### src/rtl/pll_sup_pkg.sv
// rtl/pll_sup_pkg.sv - state encodings and width helpers for the PLL lock supervisor
package pll_sup_pkg;

  typedef enum logic [2:0] {
    ST_RESET_PLL = 3'd0,
    ST_WAIT_LOCK = 3'd1,
    ST_STABILIZE = 3'd2,
    ST_RUN       = 3'd3,
    ST_FAULT     = 3'd4,
    ST_PWRDN     = 3'd5
  } state_e;

  function automatic int retry_width(input int max_retries);
    return (max_retries < 1) ? 1 : $clog2(max_retries + 1);
  endfunction

  function automatic int timer_width(input int a, input int b, input int c);
    int m;
    m = a;
    if (b > m) m = b;
    if (c > m) m = c;
    return $clog2(m) + 1;
  endfunction

endpackage

### src/rtl/sync_2ff.sv
// rtl/sync_2ff.sv - two-flop synchroniser for a single asynchronous level
module sync_2ff (
  input  logic clk,
  input  logic rst_n,
  input  logic d_i,
  output logic q_o
);

  logic meta_q;
  logic sync_q;

  always_ff @(posedge clk or negedge rst_n) begin
    if (!rst_n) begin
      meta_q <= 1'b0;
      sync_q <= 1'b0;
    end else begin
      meta_q <= d_i;
      sync_q <= meta_q;
    end
  end

  assign q_o = sync_q;

endmodule

### src/rtl/pll_lock_supervisor.sv
// rtl/pll_lock_supervisor.sv - sequences PLL reset/lock and gates the counters on a stable lock
module pll_lock_supervisor
  import pll_sup_pkg::*;
#(
  parameter int RST_CYCLES   = 16,
  parameter int LOCK_TIMEOUT = 100000,
  parameter int LOCK_STABLE  = 1024,
  parameter int MAX_RETRIES  = 3
) (
  input  logic                                clk_100MHz_i,
  input  logic                                rst_n,
  input  logic                                pll_locked_i,
  input  logic                                pwrdn_req_i,
  input  logic                                en_req_i,
  input  logic                                fault_clr_i,
  output logic                                pll_rst_o,
  output logic                                pll_pwrdwn_o,
  output logic                                cnt_rst_o,
  output logic                                cnt_en_o,
  output logic [2:0]                          state_o,
  output logic [retry_width(MAX_RETRIES)-1:0] retry_cnt_o,
  output logic                                fault_o,
  output logic                                lock_lost_o
);

  localparam int RW = retry_width(MAX_RETRIES);
  localparam int TW = timer_width(RST_CYCLES, LOCK_TIMEOUT, LOCK_STABLE);
  localparam logic [TW-1:0] RST_LAST     = TW'(RST_CYCLES - 1);
  localparam logic [TW-1:0] TIMEOUT_LAST = TW'(LOCK_TIMEOUT - 1);
  localparam logic [TW-1:0] STABLE_LAST  = TW'(LOCK_STABLE - 1);
  localparam logic [RW-1:0] RETRY_MAX    = RW'(MAX_RETRIES);

  logic lock_s;

  sync_2ff u_lock_sync (
    .clk  (clk_100MHz_i),
    .rst_n(rst_n),
    .d_i  (pll_locked_i),
    .q_o  (lock_s)
  );

  state_e        state_q, state_d;
  logic [TW-1:0] timer_q, timer_d, timer_inc;
  logic [RW-1:0] retry_q, retry_d;
  logic          fault_q, fault_d;
  logic          lock_lost_q, lock_lost_d;
  logic          pll_rst_q, pll_rst_d;
  logic          pll_pwrdwn_q, pll_pwrdwn_d;
  logic          cnt_rst_q, cnt_rst_d;
  logic          cnt_en_q, cnt_en_d;

  // Shared timer saturates so a stuck state can never alias back to an early count.
  assign timer_inc = (&timer_q) ? timer_q : timer_q + TW'(1);

  always_comb begin
    state_d     = state_q;
    timer_d     = timer_inc;
    retry_d     = retry_q;
    fault_d     = fault_q;
    lock_lost_d = 1'b0;

    if (pwrdn_req_i) begin
      state_d = ST_PWRDN;
      timer_d = '0;
    end else begin
      case (state_q)
        ST_RESET_PLL: begin
          if (timer_q >= RST_LAST) begin
            state_d = ST_WAIT_LOCK;
            timer_d = '0;
          end
        end
        ST_WAIT_LOCK: begin
          if (lock_s) begin
            state_d = ST_STABILIZE;
            timer_d = '0;
          end else if (timer_q >= TIMEOUT_LAST) begin
            timer_d = '0;
            if (retry_q == RETRY_MAX) begin
              state_d = ST_FAULT;
              fault_d = 1'b1;
            end else begin
              state_d = ST_RESET_PLL;
              retry_d = retry_q + RW'(1);
            end
          end
        end
        ST_STABILIZE: begin
          // A glitch just restarts the lock wait; it is not a failed attempt.
          if (!lock_s) begin
            state_d = ST_WAIT_LOCK;
            timer_d = '0;
          end else if (timer_q >= STABLE_LAST) begin
            state_d = ST_RUN;
            timer_d = '0;
            retry_d = '0;
          end
        end
        ST_RUN: begin
          timer_d = '0;
          if (!lock_s) begin
            state_d     = ST_RESET_PLL;
            lock_lost_d = 1'b1;
          end
        end
        ST_FAULT: begin
          timer_d = '0;
          if (fault_clr_i) begin
            state_d = ST_RESET_PLL;
            retry_d = '0;
            fault_d = 1'b0;
          end
        end
        ST_PWRDN: begin
          state_d = ST_RESET_PLL;
          timer_d = '0;
          retry_d = '0;
          fault_d = 1'b0;
        end
        default: begin
          state_d = ST_RESET_PLL;
          timer_d = '0;
        end
      endcase
    end

    pll_rst_d    = (state_d == ST_RESET_PLL) || (state_d == ST_FAULT) || (state_d == ST_PWRDN);
    pll_pwrdwn_d = (state_d == ST_PWRDN);
    cnt_rst_d    = (state_d != ST_RUN);
    cnt_en_d     = (state_d == ST_RUN) && en_req_i;
  end

  always_ff @(posedge clk_100MHz_i or negedge rst_n) begin
    if (!rst_n) begin
      state_q      <= ST_RESET_PLL;
      timer_q      <= '0;
      retry_q      <= '0;
      fault_q      <= 1'b0;
      lock_lost_q  <= 1'b0;
      pll_rst_q    <= 1'b1;
      pll_pwrdwn_q <= 1'b0;
      cnt_rst_q    <= 1'b1;
      cnt_en_q     <= 1'b0;
    end else begin
      state_q      <= state_d;
      timer_q      <= timer_d;
      retry_q      <= retry_d;
      fault_q      <= fault_d;
      lock_lost_q  <= lock_lost_d;
      pll_rst_q    <= pll_rst_d;
      pll_pwrdwn_q <= pll_pwrdwn_d;
      cnt_rst_q    <= cnt_rst_d;
      cnt_en_q     <= cnt_en_d;
    end
  end

  assign pll_rst_o    = pll_rst_q;
  assign pll_pwrdwn_o = pll_pwrdwn_q;
  assign cnt_rst_o    = cnt_rst_q;
  assign cnt_en_o     = cnt_en_q;
  assign state_o      = state_q;
  assign retry_cnt_o  = retry_q;
  assign fault_o      = fault_q;
  assign lock_lost_o  = lock_lost_q;

endmodule
### config.mk
export PLATFORM = sky130hd
export DESIGN_NAME = pll_lock_supervisor
export DESIGN_NICKNAME = d
export VERILOG_FILES = /design/src/rtl/pll_sup_pkg.sv /design/src/rtl/sync_2ff.sv /design/src/rtl/pll_lock_supervisor.sv
export SDC_FILE = /design/constraint.sdc
export NUM_CORES = 1
export LEC_CHECK = 0
export ABC_AREA = 0
export ABC_CLOCK_PERIOD_IN_PS = 2450
export BUFFER_PORTS_ARGS = -buffer_cell sky130_fd_sc_hd__buf_2
export CORE_ASPECT_RATIO = 0.7
export CORE_MARGIN = 3
export CORE_UTILIZATION = 40
export DETAILED_ROUTE_END_ITERATION = 7
export PLACE_DENSITY = 0.61
export SLEW_MARGIN = 0
export SYNTH_ARGS = -nofsm -noshare
export SYNTH_HDL_FRONTEND = slang
export SYNTH_SLANG_ARGS = --single-unit
### constraint.sdc
create_clock -name clk_100MHz_i -period 2.45 [get_ports clk_100MHz_i]
set_clock_uncertainty 0.05 [all_clocks]
set_input_delay 0.3675 -clock clk_100MHz_i [delete_from_list [all_inputs] [get_ports clk_100MHz_i]]
set_output_delay 0.3675 -clock clk_100MHz_i [all_outputs]
set_load 0.02 [all_outputs]
==> results.cfg <==
[sta]
drv_slew = 0
fin_setup_tns_ns = 0
setup-violations-final = 0
rsz0062_at_grt = false
final_period_minus_worst_setup_slack_ns = 2.217
post-route-period-util_pct = 90.49
worst_slew_margin_rel_pct = 53.36
clock.fmax_mhz = 451.0
final-hold-violation-count = 0
tightestPinTransition_ns = 0.6995

[setup_path]
crit_end = retry_cnt_o[1]
worst-setup-path-type = reg -> reg
timing.critical_path.slowest_cell_delay_ns = 0.40
worst_setup_path_start_kind = register
cell_by_cell_trace_of_the_critical_path = ha_1, nand4_4, a211oi_4, a211oi_1, nor4b_2, mux2_1
worst_r2r_path_depth = 6
cp-startpoint = timer_q[0]
timing.rr.end = retry_cnt_o[1]
cp-end-kind = register
critical_path_peak_fanout = 4
regToRegSetupSlack_ns = 0.23
crit_path_slowest_cell = sky130_fd_sc_hd__dfrtp_1
arrival_time_at_the_worst_endpoint_ns = 2.33
worstReg2RegStart = timer_q[0]
cp_data_required_time_ns = 2.56

[synth]
edff_count_synth = 0
synth.lib_cells_used.distinct = 51
mappedNetlistArea_sq_um = 1752
yosys_most_used_dff = sky130_fd_sc_hd__dfrtp_1
yosys_register_bits = 31
syn_avg_cell_area_sq_um = 9.786
synth.yosys.seq_area_share_pct = 44.43
ys_warn_count = 0
postSynthCellCount = 179
synth_fp_nets = 187
synth_async_sr_flop_share_pct = 100.0

[power_and_ir_drop]
powerDensity_nw_per_um2 = 564.7
static-leakage-power_nw = 0.8511
ir_worst_vdd_mv = 0.3871
design_power_total_w = 0.001100

[clocking]
cts.sink_count = 31
clock-root-buffer = sky130_fd_sc_hd__clkbuf_8
numCtsBuffers = 5
cts_buffer_depth = 2
post_cts_resized = 0
hold_buffers = 0
clock_pin_slew_on_the_worst_setup_and_hold_paths_ns = 0.07
cts_htree_levels = 2
tritoncts = yes
cts.repair_timing.setup_buffer_count = 0
clock_insertion_delay_worst_skew_ns = 0.29

[die]
start_util_pct = 43.09
std_cell_rows = 19
die-area_sq_um = 5222
design.core.area_sq_um = 4065
dieHeight_um = 61.37
floorplan.die.width_um = 85.10
io_pins = 17

[detailed_routing]
ant_nets = 0
wire_per_inst_um = 15.15
num_vias = 1415
drc = 0
wirelength_um = 3758
firstDrtPassIters = 4
drt-initial-drc-count = 96
vias_per_cell = 5.706

[placement]
finalWeightedCongestion = 0.9086
dpl.hpwl_um = 2753
placed_area_sq_um = 1864
port_buffers = 16

[cells_and_area]
area_delta_synth_final_pct = 11.21
finish.utilization_pct = 47.92
layout-drive-gt1-share_pct = 20.92
postLayoutCellArea_sq_um = 1948
finish.net_count = 203
antennaDiodeCount = 0

[grt]
grt_max_degree = 32
grt_most_used_layer = met1
use_met3_pct = 5.214
first_global_vias = 1299
grt_first_pass_wirelength_um = 6285
number_of_antenna_violations_at_the_first_check_in_global_routing = 0
met2_track_usage_gr_pct = 20.46
grtUsageMet1_pct = 23.46
grt_overflow_total = 0
grt.total_usage_pct = 15.50

[flow_run]
max_cap_violations = 0

[run_status]
status = finished clean

[min_path]
hold_path_class = in -> async
[final cells by class]
type,count,area [sq um]
Fill cell,388,2117
Multi-Input combinational cell,136,918.4
Sequential cell,31,778.2
Timing Repair Buffer,17,87.58
Clock buffer,5,68.82
Tap cell,52,65.06
Clock inverter,3,15.01
Inverter,4,15.01
[placed cells by master (no fill, tap or decap), drive strengths merged, types with 5 or more instances in the layout]
master | synthesis | final
dfrtp | 29 | 29
nor2 | 23 | 23
buf | 2 | 17
nand2 | 11 | 11
nor3 | 11 | 11
a21oi | 10 | 10
nand3 | 9 | 9
nand4 | 8 | 8
and3 | 6 | 6
a211oi | 6 | 6
a31oi | 5 | 5
xor2 | 5 | 5
clkbuf | 6 | 5
[cells in the mapped netlist, types with 4 or more instances]
cell type	instances	area [sq um]
sky130_fd_sc_hd__xor2_1	5	43.79
sky130_fd_sc_hd__nand4_1	7	43.79
sky130_fd_sc_hd__inv_1	4	15.01
sky130_fd_sc_hd__dfrtp_1	29	725.7
sky130_fd_sc_hd__and3_1	6	37.54
sky130_fd_sc_hd__a31oi_1	5	31.28
sky130_fd_sc_hd__xnor2_1	4	35.03
sky130_fd_sc_hd__nor2_1	22	82.58
sky130_fd_sc_hd__a211oi_1	4	30.03
sky130_fd_sc_hd__mux2i_1	4	40.04
sky130_fd_sc_hd__nand2_1	11	41.29
sky130_fd_sc_hd__a21oi_1	10	50.05
sky130_fd_sc_hd__clkbuf_1	5	18.77
sky130_fd_sc_hd__nand3_1	9	45.04
sky130_fd_sc_hd__nor3_1	8	40.04
[kinds of logic (layout without fill, tap and decap cells)]
kind of cell / count (synthesis) / in the layout / synth area share (%)
XOR/XNOR: 9 / 9 / 4.500
multiplexers: 6 / 6 / 3.571
buffers and inverters: 12 / 29 / 3.142
AND/OR/NAND/NOR: 88 / 88 / 29.79
flip-flops: 31 / 31 / 44.43
adder cells (fa/ha/maj): 2 / 2 / 1.428
other: 1 / 1 / 0.2141
AO/OA/AOI/OAI: 30 / 30 / 12.93
[power by group]
group,switching (W),internal (W),leakage (nW)
logic,0.0000871,0.0000608,0.395
clock network,0.000195,0.000194,0.0477
registers,0.0000258,0.000538,0.409
[worst max-delay path, delay by kind of cell (launching register included)]
family / cells / cell delay (ns)
compound gates: 2 / 0.47
fa+ha+maj: 1 / 0.28
flops: 1 / 0.40
mux: 1 / 0.36
simple gates: 2 / 0.54
[sequential cells by signal (all words and copies together), names as in the netlist]
name / count
cnt_rst_o: 1
retry_cnt_o: 2
u_lock_sync.q_o: 1
pll_rst_o: 1
pll_pwrdwn_o: 1
timer_q: 18
u_lock_sync.meta_q: 1
lock_lost_o: 1
cnt_en_o: 1
state_o: 3
fault_o: 1
[routing by layer]
metal / share of wire (%) / up-vias
met5: 0 / -
met4: 1.1 / 0
met1: 52 / 683
li1: - / 683
met3: 7.3 / 6
met2: 39 / 43
[how the worst min path moves through the flow]
| stage | end | slack, ns | start | cells past startpoint |
|---|---|---|---|---|
| floorplan | cnt_en_o | 0.02 | rst_n | 0 |
| global placement | u_lock_sync.q_o | 0.28 | u_lock_sync.meta_q | 0 |
| detailed placement | u_lock_sync.q_o | 0.28 | u_lock_sync.meta_q | 0 |
| CTS | timer_q[9] | 0.11 | rst_n | 1 |
| global route | timer_q[1] | 0.13 | rst_n | 1 |
| finish | timer_q[16] | 0.07 | rst_n | 1 |
[through the flow]
| step | cells | hold slack [ns] | setup slack [ns] |
|---|---|---|---|
| 2_1_floorplan | 179 | 0.02191 | 0.4568 |
| 3_3_place_gp | 240 | 0.2824 | 0.3376 |
| 3_5_place_dp | 240 | 0.2847 | 0.2663 |
| 4_1_cts | 248 | 0.1057 | 0.2464 |
| 5_1_grt | 248 | 0.1272 | 0.1191 |
| 6_report | 248 | 0.07168 | 0.2329 |
(Power assumes the default switching activity.)
